==> src/rtl/alu_control_sequencer_if.sv <==
// Control bundle between the Mini SRC control sequencer and its datapath.
// The slave side is the sequencer; the master side is the datapath/memory
// environment that supplies run, mem_ready and the IR contents.
interface alu_control_sequencer_if #(
  parameter int IR_W = 32,
  parameter int OP_W = 5
);
  logic            run;
  logic            mem_ready;
  logic [IR_W-1:0] ir;

  logic            PC_out;
  logic            MAR_in;
  logic            Z_in;
  logic            IncPC;
  logic            Zlow_out;
  logic            Zhigh_out;
  logic            PC_in;
  logic            Read;
  logic            MDR_in;
  logic            MDR_out;
  logic            IR_in;
  logic            Y_in;
  logic            LO_in;
  logic            HI_in;

  logic            Gra;
  logic            Grb;
  logic            Grc;
  logic            R_in;
  logic            R_out;

  logic [OP_W-1:0] alu_instruction;
  logic            busy;
  logic            illegal;
  logic            done;

  modport master (
    output run, mem_ready, ir,
    input  PC_out, MAR_in, Z_in, IncPC, Zlow_out, Zhigh_out, PC_in, Read,
           MDR_in, MDR_out, IR_in, Y_in, LO_in, HI_in,
           Gra, Grb, Grc, R_in, R_out,
           alu_instruction, busy, illegal, done
  );

  modport slave (
    input  run, mem_ready, ir,
    output PC_out, MAR_in, Z_in, IncPC, Zlow_out, Zhigh_out, PC_in, Read,
           MDR_in, MDR_out, IR_in, Y_in, LO_in, HI_in,
           Gra, Grb, Grc, R_in, R_out,
           alu_instruction, busy, illegal, done
  );
endinterface

==> src/rtl/alu_control_sequencer.sv <==
// Moore control sequencer for the Mini SRC datapath. Walks each instruction
// through fetch (T0..T2) and a class-dependent execute sequence (T3..T6),
// emitting one set of datapath strobes per step. Strobes depend only on the
// registered state and the IR, apart from MDR_in which follows mem_ready in T1.
module alu_control_sequencer #(
  parameter int IR_W = 32,
  parameter int OP_W = 5
) (
  input logic                  clk,
  input logic                  clr,
  alu_control_sequencer_if.slave bus
);

  typedef enum logic [2:0] {
    S_HALT = 3'd0,
    S_T0   = 3'd1,
    S_T1   = 3'd2,
    S_T2   = 3'd3,
    S_T3   = 3'd4,
    S_T4   = 3'd5,
    S_T5   = 3'd6,
    S_T6   = 3'd7
  } state_t;

  typedef enum logic [2:0] {
    CLS_ALU     = 3'd0,
    CLS_MULDIV  = 3'd1,
    CLS_UNARY   = 3'd2,
    CLS_NOP     = 3'd3,
    CLS_HALT    = 3'd4,
    CLS_ILLEGAL = 3'd5
  } op_class_t;

  state_t          state_r;
  state_t          next_state_s;
  state_t          finish_state_s;
  op_class_t       cls_s;
  logic [OP_W-1:0] op_s;
  logic            run_q;
  logic            run_rise_s;
  logic            t1_wait_r;
  logic            illegal_r;
  logic            illegal_set_s;
  logic            halt_exit_s;

  assign op_s          = bus.ir[IR_W-1 -: OP_W];
  assign run_rise_s    = bus.run & ~run_q;
  assign illegal_set_s = (state_r == S_T3) && (cls_s == CLS_ILLEGAL);
  assign halt_exit_s   = (state_r == S_HALT) && run_rise_s;
  assign bus.illegal   = illegal_r;

  // Sort the opcode into the execute sequence it needs.
  always_comb begin
    cls_s = CLS_ILLEGAL;
    if ((op_s >= OP_W'(5'd3)) && (op_s <= OP_W'(5'd11))) begin
      cls_s = CLS_ALU;
    end else if ((op_s == OP_W'(5'd15)) || (op_s == OP_W'(5'd16))) begin
      cls_s = CLS_MULDIV;
    end else if ((op_s == OP_W'(5'd17)) || (op_s == OP_W'(5'd18))) begin
      cls_s = CLS_UNARY;
    end else if (op_s == OP_W'(5'd26)) begin
      cls_s = CLS_NOP;
    end else if (op_s == OP_W'(5'd27)) begin
      cls_s = CLS_HALT;
    end else begin
      cls_s = CLS_ILLEGAL;
    end
  end

  // State register plus run edge history, T1 wait marker and sticky illegal flag.
  always_ff @(posedge clk) begin
    if (!clr) begin
      state_r   <= S_HALT;
      run_q     <= 1'b0;
      t1_wait_r <= 1'b0;
      illegal_r <= 1'b0;
    end else begin
      state_r   <= next_state_s;
      run_q     <= bus.run;
      // Marks that the next T1 cycle is a repeat, so PC update strobes stay off.
      t1_wait_r <= (state_r == S_T1) && !bus.mem_ready;
      if (illegal_set_s) begin
        illegal_r <= 1'b1;
      end else if (halt_exit_s) begin
        illegal_r <= 1'b0;
      end else begin
        illegal_r <= illegal_r;
      end
    end
  end

  // Next-state and strobe decode for the current control step.
  always_comb begin
    next_state_s        = S_HALT;
    finish_state_s      = bus.run ? S_T0 : S_HALT;
    bus.PC_out          = 1'b0;
    bus.MAR_in          = 1'b0;
    bus.Z_in            = 1'b0;
    bus.IncPC           = 1'b0;
    bus.Zlow_out        = 1'b0;
    bus.Zhigh_out       = 1'b0;
    bus.PC_in           = 1'b0;
    bus.Read            = 1'b0;
    bus.MDR_in          = 1'b0;
    bus.MDR_out         = 1'b0;
    bus.IR_in           = 1'b0;
    bus.Y_in            = 1'b0;
    bus.LO_in           = 1'b0;
    bus.HI_in           = 1'b0;
    bus.Gra             = 1'b0;
    bus.Grb             = 1'b0;
    bus.Grc             = 1'b0;
    bus.R_in            = 1'b0;
    bus.R_out           = 1'b0;
    bus.alu_instruction = {OP_W{1'b0}};
    bus.done            = 1'b0;
    bus.busy            = (state_r != S_HALT);

    case (state_r)
      S_HALT: begin
        if (run_rise_s) begin
          next_state_s = S_T0;
        end else begin
          next_state_s = S_HALT;
        end
      end
      S_T0: begin
        bus.PC_out   = 1'b1;
        bus.MAR_in   = 1'b1;
        bus.IncPC    = 1'b1;
        bus.Z_in     = 1'b1;
        next_state_s = S_T1;
      end
      S_T1: begin
        bus.Read     = 1'b1;
        bus.Zlow_out = ~t1_wait_r;
        bus.PC_in    = ~t1_wait_r;
        bus.MDR_in   = bus.mem_ready;
        if (bus.mem_ready) begin
          next_state_s = S_T2;
        end else begin
          next_state_s = S_T1;
        end
      end
      S_T2: begin
        bus.MDR_out  = 1'b1;
        bus.IR_in    = 1'b1;
        next_state_s = S_T3;
      end
      S_T3: begin
        case (cls_s)
          CLS_ALU: begin
            bus.Grb      = 1'b1;
            bus.R_out    = 1'b1;
            bus.Y_in     = 1'b1;
            next_state_s = S_T4;
          end
          CLS_MULDIV: begin
            bus.Gra      = 1'b1;
            bus.R_out    = 1'b1;
            bus.Y_in     = 1'b1;
            next_state_s = S_T4;
          end
          CLS_UNARY: begin
            bus.Grb             = 1'b1;
            bus.R_out           = 1'b1;
            bus.Z_in            = 1'b1;
            bus.alu_instruction = op_s;
            next_state_s        = S_T4;
          end
          CLS_NOP: begin
            bus.done     = 1'b1;
            next_state_s = finish_state_s;
          end
          CLS_HALT: begin
            bus.done     = 1'b1;
            next_state_s = S_HALT;
          end
          default: begin
            bus.done     = 1'b1;
            next_state_s = S_HALT;
          end
        endcase
      end
      S_T4: begin
        case (cls_s)
          CLS_ALU: begin
            bus.Grc             = 1'b1;
            bus.R_out           = 1'b1;
            bus.Z_in            = 1'b1;
            bus.alu_instruction = op_s;
            next_state_s        = S_T5;
          end
          CLS_MULDIV: begin
            bus.Grb             = 1'b1;
            bus.R_out           = 1'b1;
            bus.Z_in            = 1'b1;
            bus.alu_instruction = op_s;
            next_state_s        = S_T5;
          end
          CLS_UNARY: begin
            bus.Zlow_out = 1'b1;
            bus.Gra      = 1'b1;
            bus.R_in     = 1'b1;
            bus.done     = 1'b1;
            next_state_s = finish_state_s;
          end
          default: begin
            next_state_s = S_HALT;
          end
        endcase
      end
      S_T5: begin
        case (cls_s)
          CLS_ALU: begin
            bus.Zlow_out = 1'b1;
            bus.Gra      = 1'b1;
            bus.R_in     = 1'b1;
            bus.done     = 1'b1;
            next_state_s = finish_state_s;
          end
          CLS_MULDIV: begin
            bus.Zlow_out = 1'b1;
            bus.LO_in    = 1'b1;
            next_state_s = S_T6;
          end
          default: begin
            next_state_s = S_HALT;
          end
        endcase
      end
      S_T6: begin
        bus.Zhigh_out = 1'b1;
        bus.HI_in     = 1'b1;
        bus.done      = 1'b1;
        next_state_s  = finish_state_s;
      end
      default: begin
        next_state_s = S_HALT;
      end
    endcase
  end

endmodule

==> src/flat_wrapper.sv <==
// flat-port wrapper written by rule: the top's interface ports become plain ports
module alu_control_sequencer_flat 
#(
  parameter int IR_W = 32,
  parameter int OP_W = 5
)
  (clk, clr, bus_run, bus_mem_ready, bus_ir, bus_PC_out, bus_MAR_in, bus_Z_in, bus_IncPC, bus_Zlow_out, bus_Zhigh_out, bus_PC_in, bus_Read, bus_MDR_in, bus_MDR_out, bus_IR_in, bus_Y_in, bus_LO_in, bus_HI_in, bus_Gra, bus_Grb, bus_Grc, bus_R_in, bus_R_out, bus_alu_instruction, bus_busy, bus_illegal, bus_done);
  alu_control_sequencer_if #(.IR_W(IR_W), .OP_W(OP_W)) bus_i ();
  input logic clk;
  input logic clr;
  input wire logic [$bits(bus_i.run)-1:0] bus_run;
  input wire logic [$bits(bus_i.mem_ready)-1:0] bus_mem_ready;
  input wire logic [$bits(bus_i.ir)-1:0] bus_ir;
  output wire logic [$bits(bus_i.PC_out)-1:0] bus_PC_out;
  output wire logic [$bits(bus_i.MAR_in)-1:0] bus_MAR_in;
  output wire logic [$bits(bus_i.Z_in)-1:0] bus_Z_in;
  output wire logic [$bits(bus_i.IncPC)-1:0] bus_IncPC;
  output wire logic [$bits(bus_i.Zlow_out)-1:0] bus_Zlow_out;
  output wire logic [$bits(bus_i.Zhigh_out)-1:0] bus_Zhigh_out;
  output wire logic [$bits(bus_i.PC_in)-1:0] bus_PC_in;
  output wire logic [$bits(bus_i.Read)-1:0] bus_Read;
  output wire logic [$bits(bus_i.MDR_in)-1:0] bus_MDR_in;
  output wire logic [$bits(bus_i.MDR_out)-1:0] bus_MDR_out;
  output wire logic [$bits(bus_i.IR_in)-1:0] bus_IR_in;
  output wire logic [$bits(bus_i.Y_in)-1:0] bus_Y_in;
  output wire logic [$bits(bus_i.LO_in)-1:0] bus_LO_in;
  output wire logic [$bits(bus_i.HI_in)-1:0] bus_HI_in;
  output wire logic [$bits(bus_i.Gra)-1:0] bus_Gra;
  output wire logic [$bits(bus_i.Grb)-1:0] bus_Grb;
  output wire logic [$bits(bus_i.Grc)-1:0] bus_Grc;
  output wire logic [$bits(bus_i.R_in)-1:0] bus_R_in;
  output wire logic [$bits(bus_i.R_out)-1:0] bus_R_out;
  output wire logic [$bits(bus_i.alu_instruction)-1:0] bus_alu_instruction;
  output wire logic [$bits(bus_i.busy)-1:0] bus_busy;
  output wire logic [$bits(bus_i.illegal)-1:0] bus_illegal;
  output wire logic [$bits(bus_i.done)-1:0] bus_done;
  assign bus_i.run = bus_run;
  assign bus_i.mem_ready = bus_mem_ready;
  assign bus_i.ir = bus_ir;
  assign bus_PC_out = bus_i.PC_out;
  assign bus_MAR_in = bus_i.MAR_in;
  assign bus_Z_in = bus_i.Z_in;
  assign bus_IncPC = bus_i.IncPC;
  assign bus_Zlow_out = bus_i.Zlow_out;
  assign bus_Zhigh_out = bus_i.Zhigh_out;
  assign bus_PC_in = bus_i.PC_in;
  assign bus_Read = bus_i.Read;
  assign bus_MDR_in = bus_i.MDR_in;
  assign bus_MDR_out = bus_i.MDR_out;
  assign bus_IR_in = bus_i.IR_in;
  assign bus_Y_in = bus_i.Y_in;
  assign bus_LO_in = bus_i.LO_in;
  assign bus_HI_in = bus_i.HI_in;
  assign bus_Gra = bus_i.Gra;
  assign bus_Grb = bus_i.Grb;
  assign bus_Grc = bus_i.Grc;
  assign bus_R_in = bus_i.R_in;
  assign bus_R_out = bus_i.R_out;
  assign bus_alu_instruction = bus_i.alu_instruction;
  assign bus_busy = bus_i.busy;
  assign bus_illegal = bus_i.illegal;
  assign bus_done = bus_i.done;
  alu_control_sequencer #(.IR_W(IR_W), .OP_W(OP_W)) u_core (.clk(clk), .clr(clr), .bus(bus_i));
endmodule
==> config.mk <==
export PLATFORM = sky130hd
export DESIGN_NAME = alu_control_sequencer_flat
export DESIGN_NICKNAME = d
export VERILOG_FILES = /design/src/rtl/alu_control_sequencer_if.sv /design/src/rtl/alu_control_sequencer.sv /design/src/flat_wrapper.sv
export SDC_FILE = /design/constraint.sdc
export NUM_CORES = 1
export LEC_CHECK = 0
export CAP_MARGIN = 20
export CORE_AREA = 2 2 51 53
export DETAILED_ROUTE_END_ITERATION = 12
export DIE_AREA = 0 0 53 55
export PLACE_DENSITY = 0.8
export REMOVE_ABC_BUFFERS = 1
export SYNTH_ARGS = -nofsm -noshare
export SYNTH_HDL_FRONTEND = slang
export SYNTH_SLANG_ARGS = --single-unit
==> constraint.sdc <==
create_clock -name clk -period 4.7 [get_ports clk]
set_input_delay 0.47 -clock clk [delete_from_list [all_inputs] [get_ports clk]]
set_output_delay 0.47 -clock clk [all_outputs]
set_load 0.01 [all_outputs]
-- Word-level counts from Yosys, hierarchy flattened
Index checks and enable logic that the tools add are counted.
- register bits after elaboration: 6
- input bits: 36
- output and inout port bits: 27
- logic and storage cells: 80
- order comparisons: 2
- equal/unequal tests: 17
- muxes and demuxes: 40
- bitwise operators: 3
- reduce and logical (&&, ||, !) cells: 14
- operators by type and width (cell ; number):
    $eq A5 B5 Y1 const B ; 5
    $pmux W3 S8 ; 1
    $mux W1 ; 22
    $pmux W3 S2 ; 3
    $eq A3 B3 Y1 const B ; 5
    $eq A3 B2 Y1 const B ; 4
    $mux W3 ; 4
    $mux W5 ; 2
    $pmux W5 S2 ; 1
    $pmux W1 S3 ; 3
    $eq A3 B1 Y1 const B ; 2
    $logic_not A3 Y1 ; 2
    $pmux W1 S2 ; 3
    $eq A5 B4 Y1 const B ; 1
    $ge A5 B2 Y1 const B ; 1
    $le A5 B4 Y1 const B ; 1
    $logic_and A1 B1 Y1 ; 4
    $pmux W1 S4 ; 1
    $reduce_or A2 Y1 ; 2
    $reduce_bool A3 Y1 ; 1
    $reduce_or A3 Y1 ; 1
    $logic_or A1 B1 Y1 ; 2
    $not A1 Y1 ; 2
    $reduce_bool A2 Y1 ; 1
    2 further kinds ; 2

-- Longest topological paths before layout
Gate-level depths: netlist of run 1.
- depth after elaboration: 10
- mapped depth: 6
- mapped depth without buffers: 5

-- Least setup slack after synthesis of run 1
No wires, ideal clock.
- path type: in2out
- start: input port bus_ir[27]
- end: output port bus_alu_instruction[4]
- arrival time: 1.814 ns
- required time: 4.230 ns
- setup slack: 2.416 ns
- stages: 5
- path buffers: 1
- cell sequence: buf_4 > or4b_4 > o22a_4 > nand2b_4 > a211oi_2
- longest elaborated chain between the ends: 10
- elaborated cells on any way between the ends: 23
- those cells by class: 2 x order compare; 8 x eq/ne; 8 x mux; 5 x reduce/logical
- ends and longest elaborated chain (element ; line ; RTL):
    start: declaration ; flat_wrapper.sv:13 ; input wire logic [$bits(bus_i.ir)-1:0] bus_ir;
    $eq A5 B5 Y1 ; alu_control_sequencer.sv:63 ; end else if (op_s == OP_W'(5'd27)) begin
    $mux W1 ; alu_control_sequencer.sv:63 ;
    $mux W3 ; alu_control_sequencer.sv:61 ; end else if (op_s == OP_W'(5'd26)) begin
    $mux W3 ; alu_control_sequencer.sv:59 ; end else if ((op_s == OP_W'(5'd17)) || (op_s == OP_W'(5'd18))) begin
    $mux W3 ; alu_control_sequencer.sv:57 ; end else if ((op_s == OP_W'(5'd15)) || (op_s == OP_W'(5'd16))) begin
    $mux W3 * ; alu_control_sequencer.sv:55 ; if ((op_s >= OP_W'(5'd3)) && (op_s <= OP_W'(5'd11))) begin
    $eq A3 B1 Y1 / $logic_not A3 Y1 (equally long branches) ; alu_control_sequencer.sv:186 ; case (cls_s)
    $reduce_or A2 Y1 (no source line) ; - ;
    $mux W5 ; alu_control_sequencer.sv:186 ;
    $pmux W5 S2 * ; alu_control_sequencer.sv:119 ; case (state_r)
    end: declaration ; flat_wrapper.sv:33 ; output wire logic [$bits(bus_i.alu_instruction)-1:0] bus_alu_instruction;
Mark *: on every way between the ends. The rest lies on a longest branch, timed or not.

-- Worst setup path after layout of run 1
- start: input port bus_ir[31]
- end: output port bus_alu_instruction[4]
- longest elaborated chain between the ends: 10
- elaborated cells on any way between the ends: 23
- those cells by class: 2 x order compare; 8 x eq/ne; 8 x mux; 5 x reduce/logical
- ends and longest elaborated chain (element ; line):
    $eq A5 B5 Y1 ; alu_control_sequencer.sv:63
    $mux W1 ; alu_control_sequencer.sv:63
    $mux W3 ; alu_control_sequencer.sv:61
    $mux W3 ; alu_control_sequencer.sv:59
    $mux W3 ; alu_control_sequencer.sv:57
    $mux W3 ; alu_control_sequencer.sv:55
    $eq A3 B1 Y1 / $logic_not A3 Y1 (equally long branches) ; alu_control_sequencer.sv:186
    $reduce_or A2 Y1 (no source line) ; -
    $mux W5 ; alu_control_sequencer.sv:186
    $pmux W5 S2 * ; alu_control_sequencer.sv:119
Marked as above.

==> impl_metrics.tcl, run 1 <==
set metrics [dict create \
    postPlaceCellArea_mm2 0.00108 \
    clkLatencyLatePin_ns 0.24 \
    netlist_area_um2 790 \
    postLayoutCellArea_mm2 0.00110 \
    vias 852 \
    synth_cell_types 44 \
    rsz0062_at_grt "no" \
    tns_ns 0 \
    coreArea_mm2 0.00236 \
    worstPathRequired_ns 4.23 \
    status "completed" \
    cp-start-kind "input pin" \
    dr.pass1.iters 4 \
    grt_first_pass_wirelength_um 3070 \
    die_area_mm2 0.00292 \
    cap_violations 0 \
    finalHoldViolCount 0 \
    ios 63 \
    yosysWarnings 0 \
    clockBufferDepth 2 \
    final-setup-viol-count 0 \
    fin_crit_ns 3.42 \
    placementRows 18 \
    p_leak_nw 0.391 \
    antenna_left 0 \
    tritoncts "yes" \
    layout.nets 172 \
    gp_congestion 0.813 \
    whs_ns 0.502 \
    cts-buffers-inserted 3 \
    fin_worst_skew_ns 0.000459 \
    fillers 240 \
    globalRouteOverflowTotal 0 \
    grt_start_max_net_pins 22 \
    vdd_ir_drop_max_mv 0.149 \
    post_drt_via_cell_ratio 5.20 \
    drc 0 \
    post_cts_buffers 0 \
    chipWidth_um 53 \
    fin_crit_sh 0.727 \
    endpoint_kind "output pin" \
    hp-class "reg -> reg" \
    drive_above_1_share 0.134 \
    clock_sinks 6 \
    criticalPathCategory "in -> out" \
    syn_avg_cell_area_um2 7.38 \
    avgRoutedWirePerCell_um 11.8 \
    root_buffer "clkbuf_4" \
    start_util 0.334 \
    cts-htree-levels 1 \
    placement.io_buffers 35 \
    synth_seq_cells 6 \
    path_clk_slew_ns 0.04 \
    cts_hold_buf 0 \
    drv_slew 0 \
    cts_resized 0 \
    arrival_ns 2.95 \
    tightestPinTransition_ns 0.618 \
    diodes 0 \
    synthCells 107 \
    fmax_ghz 0.293 \
    drt-total-wl_um 1930 \
    fp.dieH_um 55 \
    slew_headroom 0.587 \
    grtUsageTotal 0.141 \
    dp_hpwl_um 1530 \
    grt_pass1_vias 732 \
    yosysSeqAreaShare 0.152 \
    worstPathMaxFanout 14 \
    antenna_found_initial 0 \
    initialDrtViolationCount 29 \
    syn_to_final_growth_pct 39.9 \
    power_density_mw_per_mm2 194 \
]
-- registers in the layout, summed over array words and instances, names as in the netlist --
| name | count |
|---|---|
| u_core.state_r | 3 |
| u_core.t1_wait_r | 1 |
| u_core.bus.illegal | 1 |
| u_core.run_q | 1 |
-- cell type report --
class                   count  area (µm²)  area share
flip-flops and latches      6         120       0.109
clock buffers               3        22.5      0.0204
multi-input cells          86         559       0.506
inverters                   4        15.0      0.0136
well taps                  30        37.5      0.0340
repair buffers             35         350       0.317
-- Yosys cell counts, drive strengths merged --
| cell | number | area share |
|---|---|---|
| nor2 | 14 | 0.070 |
| a21oi | 12 | 0.090 |
| and2 | 7 | 0.057 |
| buf | 7 | 0.076 |
| dfxtp | 6 | 0.15 |
| nand2 | 5 | 0.024 |
| nand2b | 5 | 0.049 |
| clkbuf | 4 | 0.044 |
| inv | 4 | 0.019 |
| nand3 | 4 | 0.025 |
| o21a | 4 | 0.038 |
| o21ai | 4 | 0.025 |
| nor3 | 3 | 0.019 |
| a21boi | 2 | 0.019 |
| a31oi | 2 | 0.016 |
| nor2b | 2 | 0.016 |
| nor3b | 2 | 0.025 |
| o211ai | 2 | 0.019 |
| a211oi | 1 | 0.016 |
| a21bo | 1 | 0.013 |
| a21o | 1 | 0.0095 |
| a22oi | 1 | 0.0095 |
| and3 | 1 | 0.0079 |
| mux2 | 1 | 0.014 |
| mux2i | 1 | 0.013 |
| nand4 | 1 | 0.0079 |
| nor4b | 1 | 0.011 |
| o21bai | 1 | 0.0095 |
| o221ai | 1 | 0.011 |
| o22a | 1 | 0.022 |
| o22ai | 1 | 0.016 |
| or2 | 1 | 0.0079 |
| or2b | 1 | 0.011 |
| or3 | 1 | 0.0079 |
| or4b | 1 | 0.017 |
| xor2 | 1 | 0.011 |
-- per-layer routing --
metal  global-route usage  up-vias  routed length [µm]
met3               0.0108        4                 120
met4               0.0855        0                  31
met5                    0        -                   0
li1                     -      426                   -
met1                0.180      383                 828
met2                0.233       39                 952
-- stage by stage --
stage	utilization	total power, mW	cells	setup slack, ns
after detailed placement	0.458	0.170	161	1.30
after global routing	0.467	0.230	164	1.16
after floorplan	-	0.117	96	2.54
after CTS	0.467	0.217	164	1.29
after global placement	0.458	0.167	161	1.32
final	0.467	0.215	164	1.28
-- final timing paths --
path / start / end / slack, ns / depth (start not counted)
setup / recovery: bus_ir[31] / bus_alu_instruction[4] / 1.28 / 6
hold reg to reg: u_core.bus.illegal / u_core.bus.illegal / 0.50 / 2
setup reg to reg: u_core.state_r[2] / u_core.state_r[0] / 2.96 / 5
hold / removal: u_core.bus.illegal / u_core.bus.illegal / 0.50 / 2
-- cell families after synthesis --
family,after synthesis,synth area share
simple gates,49,0.357
flops,6,0.152
mux,2,0.0269
buf+inv,15,0.139
xor+xnor,1,0.0111
compound gates,34,0.314
-- report_power, final --
group	internal [mW]	leakage [nW]	total, mW	switching (mW)
registers	0.0555	0.0491	0.0654	0.00993
logic	0.0527	0.328	0.104	0.0514
clock network	0.0287	0.0138	0.0452	0.0165
-- worst max-delay path, stage by stage --
cell	delay, ns
clkdlybuf4s50_1	0.74
or4b_4	0.54
o22a_4	0.28
nand2b_4	0.15
a211oi_2	0.21
clkdlybuf4s50_1	0.56
-- cell usage in the layout (no fill, tap or decap), types with 4 or more instances in the layout --
master and instances:
o21a_1 4, a21oi_1 9, dfxtp_1 6, clkdlybuf4s50_1 35
nand2b_1 4, nand3_1 4, and2_1 6, inv_1 4
nor2_1 13, nand2_1 5
Power figures use the tool's default switching activity.
==> inputs of run 2 (changes only) <==
--- a/config.mk
+++ b/config.mk
@@ -6,10 +6,10 @@
 export NUM_CORES = 1
 export LEC_CHECK = 0
 export CAP_MARGIN = 20
-export CORE_AREA = 2 2 51 53
+export CORE_AREA = 2 2 55 57
 export DETAILED_ROUTE_END_ITERATION = 12
-export DIE_AREA = 0 0 53 55
-export PLACE_DENSITY = 0.8
+export DIE_AREA = 0 0 57 59
+export PLACE_DENSITY = 0.72
 export REMOVE_ABC_BUFFERS = 1
 export SYNTH_ARGS = -nofsm -noshare
 export SYNTH_HDL_FRONTEND = slang
==> constraint.sdc (replaced) <==
create_clock -name clk -period 2.85 [get_ports clk]
set_input_delay 0.285 -clock clk [delete_from_list [all_inputs] [get_ports clk]]
set_output_delay 0.285 -clock clk [all_outputs]
set_load 0.01 [all_outputs]
==> impl_metrics.tcl, run 2 (synthesized netlist as in run 1, its figures left out) <==
set metrics [dict create \
    postLayoutCellArea_mm2 0.00116 \
    start_util 0.291 \
    clkLatencyLatePin_ns 0.24 \
    antenna_found_initial 0 \
    reg2reg_slack_ns 1.33 \
    top_usage_layer "met2" \
    grt_pass1_vias 837 \
    dp_hpwl_um 1710 \
    placementRows 19 \
    grtUsageMet3 0.0371 \
    cts-buffers-inserted 3 \
    slew_headroom 0.727 \
    grtUsageTotal 0.131 \
    cp-endpoint "bus_Zlow_out" \
    syn_to_final_growth_pct 47.1 \
    placement.io_buffers 35 \
    tightestPinTransition_ns 0.408 \
    grt_start_max_net_pins 14 \
    timing.rr.end "u_core.state_r[0]" \
    antenna_left 0 \
    drv_slew 0 \
    cp-start-kind "input pin" \
    gp_congestion 0.846 \
    clock_sinks 6 \
    arrival_ns 2.45 \
    worstPathRequired_ns 2.57 \
    holdPathStages 2 \
    tns_ns 0 \
    fp.dieH_um 59 \
    power_density_mw_per_mm2 312 \
    clockBufferDepth 2 \
    mostFrequentLayoutCell "clkdlybuf4s50_1" \
    use_met1 0.146 \
    cts-htree-levels 1 \
    rsz0062_at_grt "no" \
    regMostFlops "u_core.state_r" \
    drt-total-wl_um 2100 \
    vdd_ir_drop_max_mv 0.250 \
    layout_common_cells "clkdlybuf4s50_1 (34), nor2_1 (13), a21oi_1 (9), buf_4 (7)" \
    diodes 0 \
    utilization 0.428 \
    globalRouteOverflowTotal 0 \
    fmax_ghz 0.366 \
    fin_crit_ns 2.73 \
    cap_violations 0 \
    die_area_mm2 0.00336 \
    grt_util_met2 0.230 \
    ios 63 \
    dr.pass1.iters 4 \
    fin_worst_skew_ns 0.00155 \
    r2r-start "u_core.state_r[2]" \
    tritoncts "yes" \
    post_drt_via_cell_ratio 5.13 \
    layout.nets 179 \
    cts_hold_buf 0 \
    root_buffer "clkbuf_4" \
    largest_reg_flops 3 \
    drive_above_1_share 0.177 \
    status "completed" \
    reg2reg_depth 5 \
    initialDrtViolationCount 15 \
    grt_first_pass_wirelength_um 3490 \
    vias 883 \
    worstPathMaxFanout 3 \
    final-setup-viol-count 0 \
    path_clk_slew_ns 0.04 \
    finalHoldViolCount 0 \
    avgRoutedWirePerCell_um 12.2 \
    hp-class "reg -> reg" \
    fillers 299 \
    chipWidth_um 57 \
    fin_crit_sh 0.959 \
    startpoint "bus_ir[28]" \
    endpoint_kind "output pin" \
    postPlaceCellArea_mm2 0.00114 \
    p_leak_nw 0.444 \
    coreArea_mm2 0.00271 \
    drc 0 \
    criticalPathCategory "in -> out" \
]
run 2: worst min path at each step:
stage / from / end / slack, ns
2_1_floorplan: bus_mem_ready / u_core.t1_wait_r / 0.36
3_3_place_gp: u_core.bus.illegal / u_core.bus.illegal / 0.47
3_5_place_dp: u_core.bus.illegal / u_core.bus.illegal / 0.49
4_1_cts: u_core.bus.illegal / u_core.bus.illegal / 0.49
5_1_grt: u_core.bus.illegal / u_core.bus.illegal / 0.52
6_report: u_core.bus.illegal / u_core.bus.illegal / 0.49
run 2: metal layers:
layer	up-vias	share of wire	routed length, µm
met5	-	0	0
met4	0	0.019	39
met2	29	0.48	1020
met1	406	0.43	893
li1	443	-	-
met3	5	0.071	149
run 2: final cells by class:
cell class                      count  area [µm²]  area share
Clock buffer                        3        22.5      0.0194
Inverter                            4        15.0      0.0129
Multi-Input combinational cell     86         559       0.482
Sequential cell                     6         120       0.103
Tap cell                           31        38.8      0.0334
Timing Repair Buffer               42         405       0.349
run 2: power by group:
part / switching (mW) / leakage, nW / internal [mW]
Combinational: 0.0868 / 0.381 / 0.0937
Sequential: 0.0153 / 0.0491 / 0.0915
Clock: 0.0280 / 0.0138 / 0.0474
run 2: what timing repair did:
action / 4_1_cts / 5_1_grt
setup endpoints to repair: 0 / 1
buffers inserted: 0 / 0
resized for setup: 0 / 1
run 2: through the flow:
stage,std cells,worst slack [ns],power [mW],hold WS [ns]
4_1_cts,172,0.0670,0.368,0.492
5_1_grt,172,0.00280,0.389,0.517
2_1_floorplan,96,1.06,0.192,0.362
3_5_place_dp,169,0.0703,0.289,0.486
6_report,172,0.118,0.363,0.489
3_3_place_gp,169,0.0938,0.285,0.473
run 2: critical path: stages:
cell	delay, ns
clkdlybuf4s50_1	0.42
or4b_4	0.56
a21oi_2	0.18
nor2_2	0.07
mux2_2	0.28
o22ai_2	0.11
clkdlybuf4s50_1	0.55
